<file path="config.mk">
export PLATFORM = sky130hd
export DESIGN_NAME = enum_seq_gen
export DESIGN_NICKNAME = d
export VERILOG_FILES = /design/src/rtl/enum_seq_pkg.sv /design/src/rtl/enum_seq_dwell_cnt.sv /design/src/rtl/enum_seq_gen.sv
export SDC_FILE = /design/constraint.sdc
export NUM_CORES = 1
export LEC_CHECK = 0
export BUFFER_PORTS_ARGS = -buffer_cell sky130_fd_sc_hd__buf_2
export CORE_AREA = 8 8 45 47
export CTS_CLUSTER_DIAMETER = 150
export DETAILED_ROUTE_END_ITERATION = 10
export DIE_AREA = 0 0 53 55
export PLACE_DENSITY_LB_ADDON = 0.05
export SYNTH_ARGS = -nofsm -noshare
export SYNTH_HDL_FRONTEND = slang
export SYNTH_SLANG_ARGS = --single-unit
</file>
<file path="constraint.sdc">
create_clock -name clk -period 1.99 [get_ports clk]
set_input_delay 0.0995 -clock clk [delete_from_list [all_inputs] [get_ports clk]]
set_output_delay 0.0995 -clock clk [all_outputs]
set_load 0.1 [all_outputs]
</file>
<file path="src/rtl/enum_seq_pkg.sv">
// Shared types for the enum sequence generator: state codes and the code-stepping helper.
// ENUM_SEQ_GRAY_EN selects Gray-ordered codes (X=1, Y=3, Z=2) instead of binary.
package enum_seq_pkg;

`ifdef ENUM_SEQ_GRAY_EN
    typedef enum logic [1:0] {
        IDLE = 2'd0,
        X    = 2'd1,
        Y    = 2'd3,
        Z    = 2'd2
    } seq_state_e;
`else
    typedef enum logic [1:0] {
        IDLE = 2'd0,
        X    = 2'd1,
        Y    = 2'd2,
        Z    = 2'd3
    } seq_state_e;
`endif

    // Z wraps to X; the caller decides whether a one-shot run ends in IDLE instead.
    function automatic seq_state_e next_code(input seq_state_e cur);
        case (cur)
            X:       return Y;
            Y:       return Z;
            Z:       return X;
            default: return IDLE;
        endcase
    endfunction

endpackage

</file>
<file path="src/rtl/enum_seq_dwell_cnt.sv">
// Dwell counter: counts accepted beats on the current code; last flags the final beat.
module enum_seq_dwell_cnt #(
    parameter int DWELL = 4,
    localparam int CNT_W = $clog2(DWELL + 1)
) (
    input  logic clk,
    input  logic rst,
    input  logic clr,
    input  logic inc,
    output logic last
);

    localparam logic [CNT_W-1:0] LAST_VAL = CNT_W'(DWELL - 1);

    logic [CNT_W-1:0] cnt_q;

    always_ff @(posedge clk) begin
        if (rst) begin
            cnt_q <= '0;
        end else if (clr) begin
            cnt_q <= '0;
        end else if (inc) begin
            cnt_q <= cnt_q + CNT_W'(1);
        end
    end

    assign last = (cnt_q == LAST_VAL);

endmodule

</file>
<file path="src/rtl/enum_seq_gen.sv">
// Enum sequence source: steps IDLE -> X -> Y -> Z, holding each code for DWELL accepted beats.
// Code values follow ENUM_SEQ_GRAY_EN (see enum_seq_pkg); timing is identical in both builds.
module enum_seq_gen
    import enum_seq_pkg::*;
#(
    parameter int WIDTH = 3,
    parameter int DWELL = 4
) (
    input  logic             clk,
    input  logic             rst,
    input  logic             start,
    input  logic             stop,
    input  logic             loop,
    input  logic             out_ready,
    output logic [WIDTH-1:0] o,
    output logic             out_valid,
    output logic             busy,
    output logic             done
);

    seq_state_e state_q;
    logic       loop_q;
    logic       done_q;
    logic       last;
    logic       accepted;
    logic       cnt_clr;
    logic       cnt_inc;
    logic [1:0] code;

    assign accepted = (state_q != IDLE) && out_ready;
    // Counter restarts on every code change and whenever the sequence is not running.
    assign cnt_clr  = (state_q == IDLE) || stop || (accepted && last);
    assign cnt_inc  = accepted && !last;

    enum_seq_dwell_cnt #(
        .DWELL (DWELL)
    ) u_dwell_cnt (
        .clk  (clk),
        .rst  (rst),
        .clr  (cnt_clr),
        .inc  (cnt_inc),
        .last (last)
    );

    always_ff @(posedge clk) begin
        if (rst) begin
            state_q <= IDLE;
            loop_q  <= 1'b0;
            done_q  <= 1'b0;
        end else begin
            done_q <= 1'b0;
            if (state_q == IDLE) begin
                if (start && !stop) begin
                    state_q <= X;
                    loop_q  <= loop;
                end
            end else if (stop) begin
                state_q <= IDLE;
            end else if (accepted && last) begin
                if (state_q == Z && !loop_q) begin
                    state_q <= IDLE;
                    done_q  <= 1'b1;
                end else begin
                    state_q <= next_code(state_q);
                end
            end
        end
    end

    assign code      = state_q;
    assign o         = WIDTH'(code);
    assign out_valid = (state_q != IDLE);
    assign busy      = out_valid;
    assign done      = done_q;

endmodule
</file>
Yosys cells after proc, flatten, opt, wreduce, memory -nomap -nowiden

Cells that the tools add are included.

Bits in registers: 7
Latch bits: 0
RAM bits: 0
ROM bits: 0
Input bits: 6
Output and inout bits: 6
Logic and storage cells: 35
Memories kept: 0

Add/subtract/negate cells: 1
$mul: 0
Div/mod/pow operators: 0
Order comparisons: 0
Equal/unequal tests: 5
Shift operators: 0
Mux-type cells: 7
Bitwise gates (word level): 1
Reductions and logical operators: 17

Operators with widths:

| cell                                                             | count |
|---|---|
| 2-bit two-way mux                                                | 5 |
| 2-bit one-hot mux with 3 select lines                            | 1 |
| 1-bit logical AND                                                | 5 |
| 2-bit == test (second input constant)                            | 2 |
| 2-bit AND reduction                                              | 2 |
| 4-bit OR reduction                                               | 1 |
| 3-bit by 1-bit adder with 3-bit output (second input constant)   | 1 |
| 3-bit by 2-bit == test with 1-bit output (second input constant) | 1 |
| 1-bit logical NOT                                                | 3 |
| 3-bit nonzero test                                               | 1 |
| 2-bit by 1-bit == test with 1-bit output (second input constant) | 1 |
| 2-bit logical NOT                                                | 1 |
| 1-bit logical OR                                                 | 2 |
| 2-bit by 1-bit != test with 1-bit output (second input constant) | 1 |
| 2-bit nonzero test                                               | 1 |
| 2-bit OR reduction                                               | 1 |
| 1-bit two-way mux                                                | 1 |
| 1-bit inverter                                                   | 1 |

Depth between registers and ports, before layout

Word-level depth: 6
Mapped depth: 6
Mapped depth without buffers: 5

Hierarchy

A second synthesis with hierarchy kept.

Cells, all modules: 45
Area, all modules: 446.7 µm²

Modules (own cells, without submodules):

| module             | times used | cells each | area an instance (µm²) | sequential area each (µm²) |
|---|---|---|---|---|
| enum_seq_gen       | 1          | 33         | 300.3                  | 80.1 |
| enum_seq_dwell_cnt | 1          | 12         | 146.4                  | 60.1 |

Least setup slack after synthesis

No wires, ideal clock.

Kind: reg2out
Start: register state_q[0], in the netlist code[0]
End: output out_valid
Arrival time: 2508 ps
Data required time: 1891 ps
Slack: -617 ps
Stages on the path, launching flop included: 5
Buffers on the path: 1
Cell sequence: dfxtp_1 > inv_1 > ha_1 > inv_1 > buf_4

Cells in the longest elaborated chain, start to end: 1

Ends and longest elaborated chain:

| element                  | line               | text |
|---|---|---|
| start: declaration       | enum_seq_gen.sv:21 | `seq_state_e state_q;` |
| start signal: assignment | enum_seq_gen.sv:64 | `state_q <= next_code(state_q);` |
| 2-bit nonzero test       | enum_seq_gen.sv:72 | `assign out_valid = (state_q != IDLE);` |
| end: declaration         | enum_seq_gen.sv:16 | `output logic out_valid,` |

Every way passes these cells.

Worst setup path after layout

Same ends and word-level chain as after synthesis.

==> impl_metrics.json <==
{
  "status": "finished, final reports clean",
  "min_period_ns": 1.61,
  "hold_viol": 0,
  "area_growth_pct": 18.7,
  "ys_warn_count": 0,
  "clk_pin_slew_worst_paths_ns": 0.05,
  "top_layer": "met3",
  "syn_nets": 61,
  "synth_compound_area_share_pct": 7.24,
  "crit_arrival_ns": 1.51,
  "rows": 14,
  "core_area_um2": 1380,
  "whs_endpoint": "loop_q",
  "postCtsSetupBuffers": 0,
  "numPortBuffers": 10,
  "r2r_end": "code[0]",
  "min_path_cells": 2,
  "initial_core_util_pct": 32.5,
  "drtIter0Drc": 2,
  "max_freq_ghz": 0.622,
  "dieHeight_um": 55,
  "synth_cell_types": 19,
  "stdcell_count": 77,
  "gp_congestion": 0.716,
  "muxShareOfSynthArea_pct": 13.4,
  "nets": 74,
  "cp-end-kind": "primary output",
  "vias_per_cell": 4.48,
  "tns_ns": 0,
  "rrSetupSlack_ns": 0.52,
  "skew_ns": 0.00106,
  "htree_levels": 1,
  "overflow": 0,
  "placed_cells": 73,
  "n_fill_cell": 149,
  "root_buffer": "clkbuf_4",
  "rsz0062_at_grt": "no",
  "postRouteAntennaNets": 0,
  "ys_ff_latch": 7,
  "rr_startpoint": "code[0]",
  "syn_area_um2": 449,
  "ys_seq_area_share_pct": 31.2,
  "yosys_most_used_dff": "dfxtp_1",
  "grt_pass1_wl_um": 1510,
  "die_w_um": 53,
  "cp-start-kind": "flop",
  "synth_top_family_by_area": "simple AND/OR/NAND/NOR gates",
  "power_density_nw_per_um2": 975,
  "synth_top_area_cell": "dfxtp_1",
  "vias": 345,
  "die_area_um2": 2920,
  "synthAdderAreaFrac_pct": 16.7,
  "drv_slew": 0,
  "cts_hold_buf": 0,
  "wl_met1_um": 418,
  "synth_area_leaders": "dfxtp_1, ha_1, mux2i_1",
  "min_period_over_period_pct": 80.7,
  "ff2ff_path_depth": 6,
  "avgSynthCellArea_um2": 9.17,
  "grt_max_degree": 7,
  "leakagePower_nw": 0.236,
  "wl_per_cell_um": 12.0,
  "synthArstFlopShare_pct": 0,
  "worst-path-max-fanout": 5,
  "route.detailed.drc": 0,
  "drive_above_1_share_pct": 31.1,
  "route.met2.wl_um": 483,
  "antenna_found_initial": 0,
  "synth_edf_count": 0,
  "cts_resized": 0,
  "setup_violations": 0,
  "cts_tree": "done",
  "cts.sinks": 7,
  "grt.total_usage_pct": 7.05,
  "hp-class": "input pin to flop",
  "syn_inst": 49,
  "io_pins": 12,
  "dr_wl_met3_um": 23,
  "ctsLongestPathBuffers": 2,
  "synth_xor_area_share_pct": 0,
  "antennaDiodeCount": 0,
  "hpwlAfterDp_um": 788,
  "ir_drop_uv": 332,
  "grt_pass1_vias": 381,
  "critPathKind": "flop to primary output",
  "maxCapViolCount": 0,
  "synthTopCellsByCount": "dfxtp_1, nor2_1, ha_1, inv_1, mux2i_1",
  "synth-simple-area-share_pct": 19.8,
  "min_from": "rst",
  "drt_wl_total_um": 925,
  "numCtsBuffers": 3,
  "clock_latency_ns": 0.25,
  "synth_top_area_share_pct": 31.2,
  "worst_ep_required_time_ns": 1.89,
  "dr.pass1.iters": 3
}
per-layer routing:
layer  vias to the layer above  global-route usage (%)
li1                        183                       -
met1                       154                    7.45
met2                         8                    11.5
met3                         0                    1.60
met4                         0                    6.47
met5                         -                       0
through the flow:
step / setup WS (ns) / utilization, % / area (µm²) / hold slack, ns / power (mW)
floorplan: 0.0384 / - / 455 / 0.172 / 0.366
global placement: 0.549 / 36.6 / 507 / 0.299 / 0.390
detailed placement: 0.527 / 36.6 / 507 / 0.307 / 0.393
CTS: 0.369 / 38.5 / 533 / 0.0375 / 0.526
global route: 0.309 / 38.5 / 533 / 0.0510 / 0.545
finish: 0.383 / 38.5 / 533 / 0.0417 / 0.519
registers in the layout, summed over array words and instances (netlist names):
signal             count
u_dwell_cnt.cnt_q      3
done                   1
code                   2
loop_q                 1
cell families (layout without fill, tap and decap cells):
family / after synthesis / in the layout
fa+ha+maj: 6 / 6
flops: 7 / 7
simple gates: 16 / 16
mux: 6 / 6
other cells: 1 / 1
compound gates: 4 / 4
buf+inv: 9 / 21
how the worst max path moves through the flow:
stage | startpoint | endpoint | slack [ns] | depth (start not counted)
6_report | code[0] | out_valid | 0.38 | 4
3_3_place_gp | code[0] | code[0] | 0.55 | 6
5_1_grt | code[0] | out_valid | 0.31 | 4
3_5_place_dp | code[0] | code[0] | 0.53 | 6
4_1_cts | code[0] | out_valid | 0.37 | 4
2_1_floorplan | code[0] | code[0] | 0.04 | 5
where the power goes:
part           total (mW)  switching [mW]  internal, mW
Clock               0.130          0.0534        0.0766
Sequential          0.158         0.00891         0.149
Combinational       0.232           0.179        0.0527
area by class of cell:
class / instances / area, µm² / area share [%]
Clock buffer: 4 / 26.3 / 4.93
Inverter: 6 / 26.3 / 4.93
Multi-Input combinational cell: 33 / 260 / 48.8
Sequential cell: 7 / 143 / 26.8
Tap cell: 16 / 20.0 / 3.76
Timing Repair Buffer: 11 / 57.6 / 10.8
critical path: stages (launching register included):
cell and delay (ns):
dfxtp_2 0.36, inv_1 0.08, ha_1 0.28, clkinvlp_4 0.11
buf_2 0.42
cell usage in the layout (no fill, tap or decap), types with 2 or more instances in the layout:
cell type / synthesis / final
dfxtp_1: 7 / 5
inv_1: 6 / 5
nor2_1: 7 / 7
clkbuf_4: 0 / 3
nor2b_1: 2 / 2
dfxtp_2: 0 / 2
buf_2: 0 / 10
mux2i_1: 6 / 6
ha_1: 6 / 6
nand2_1: 2 / 2
Power figures use the tool's default switching activity.
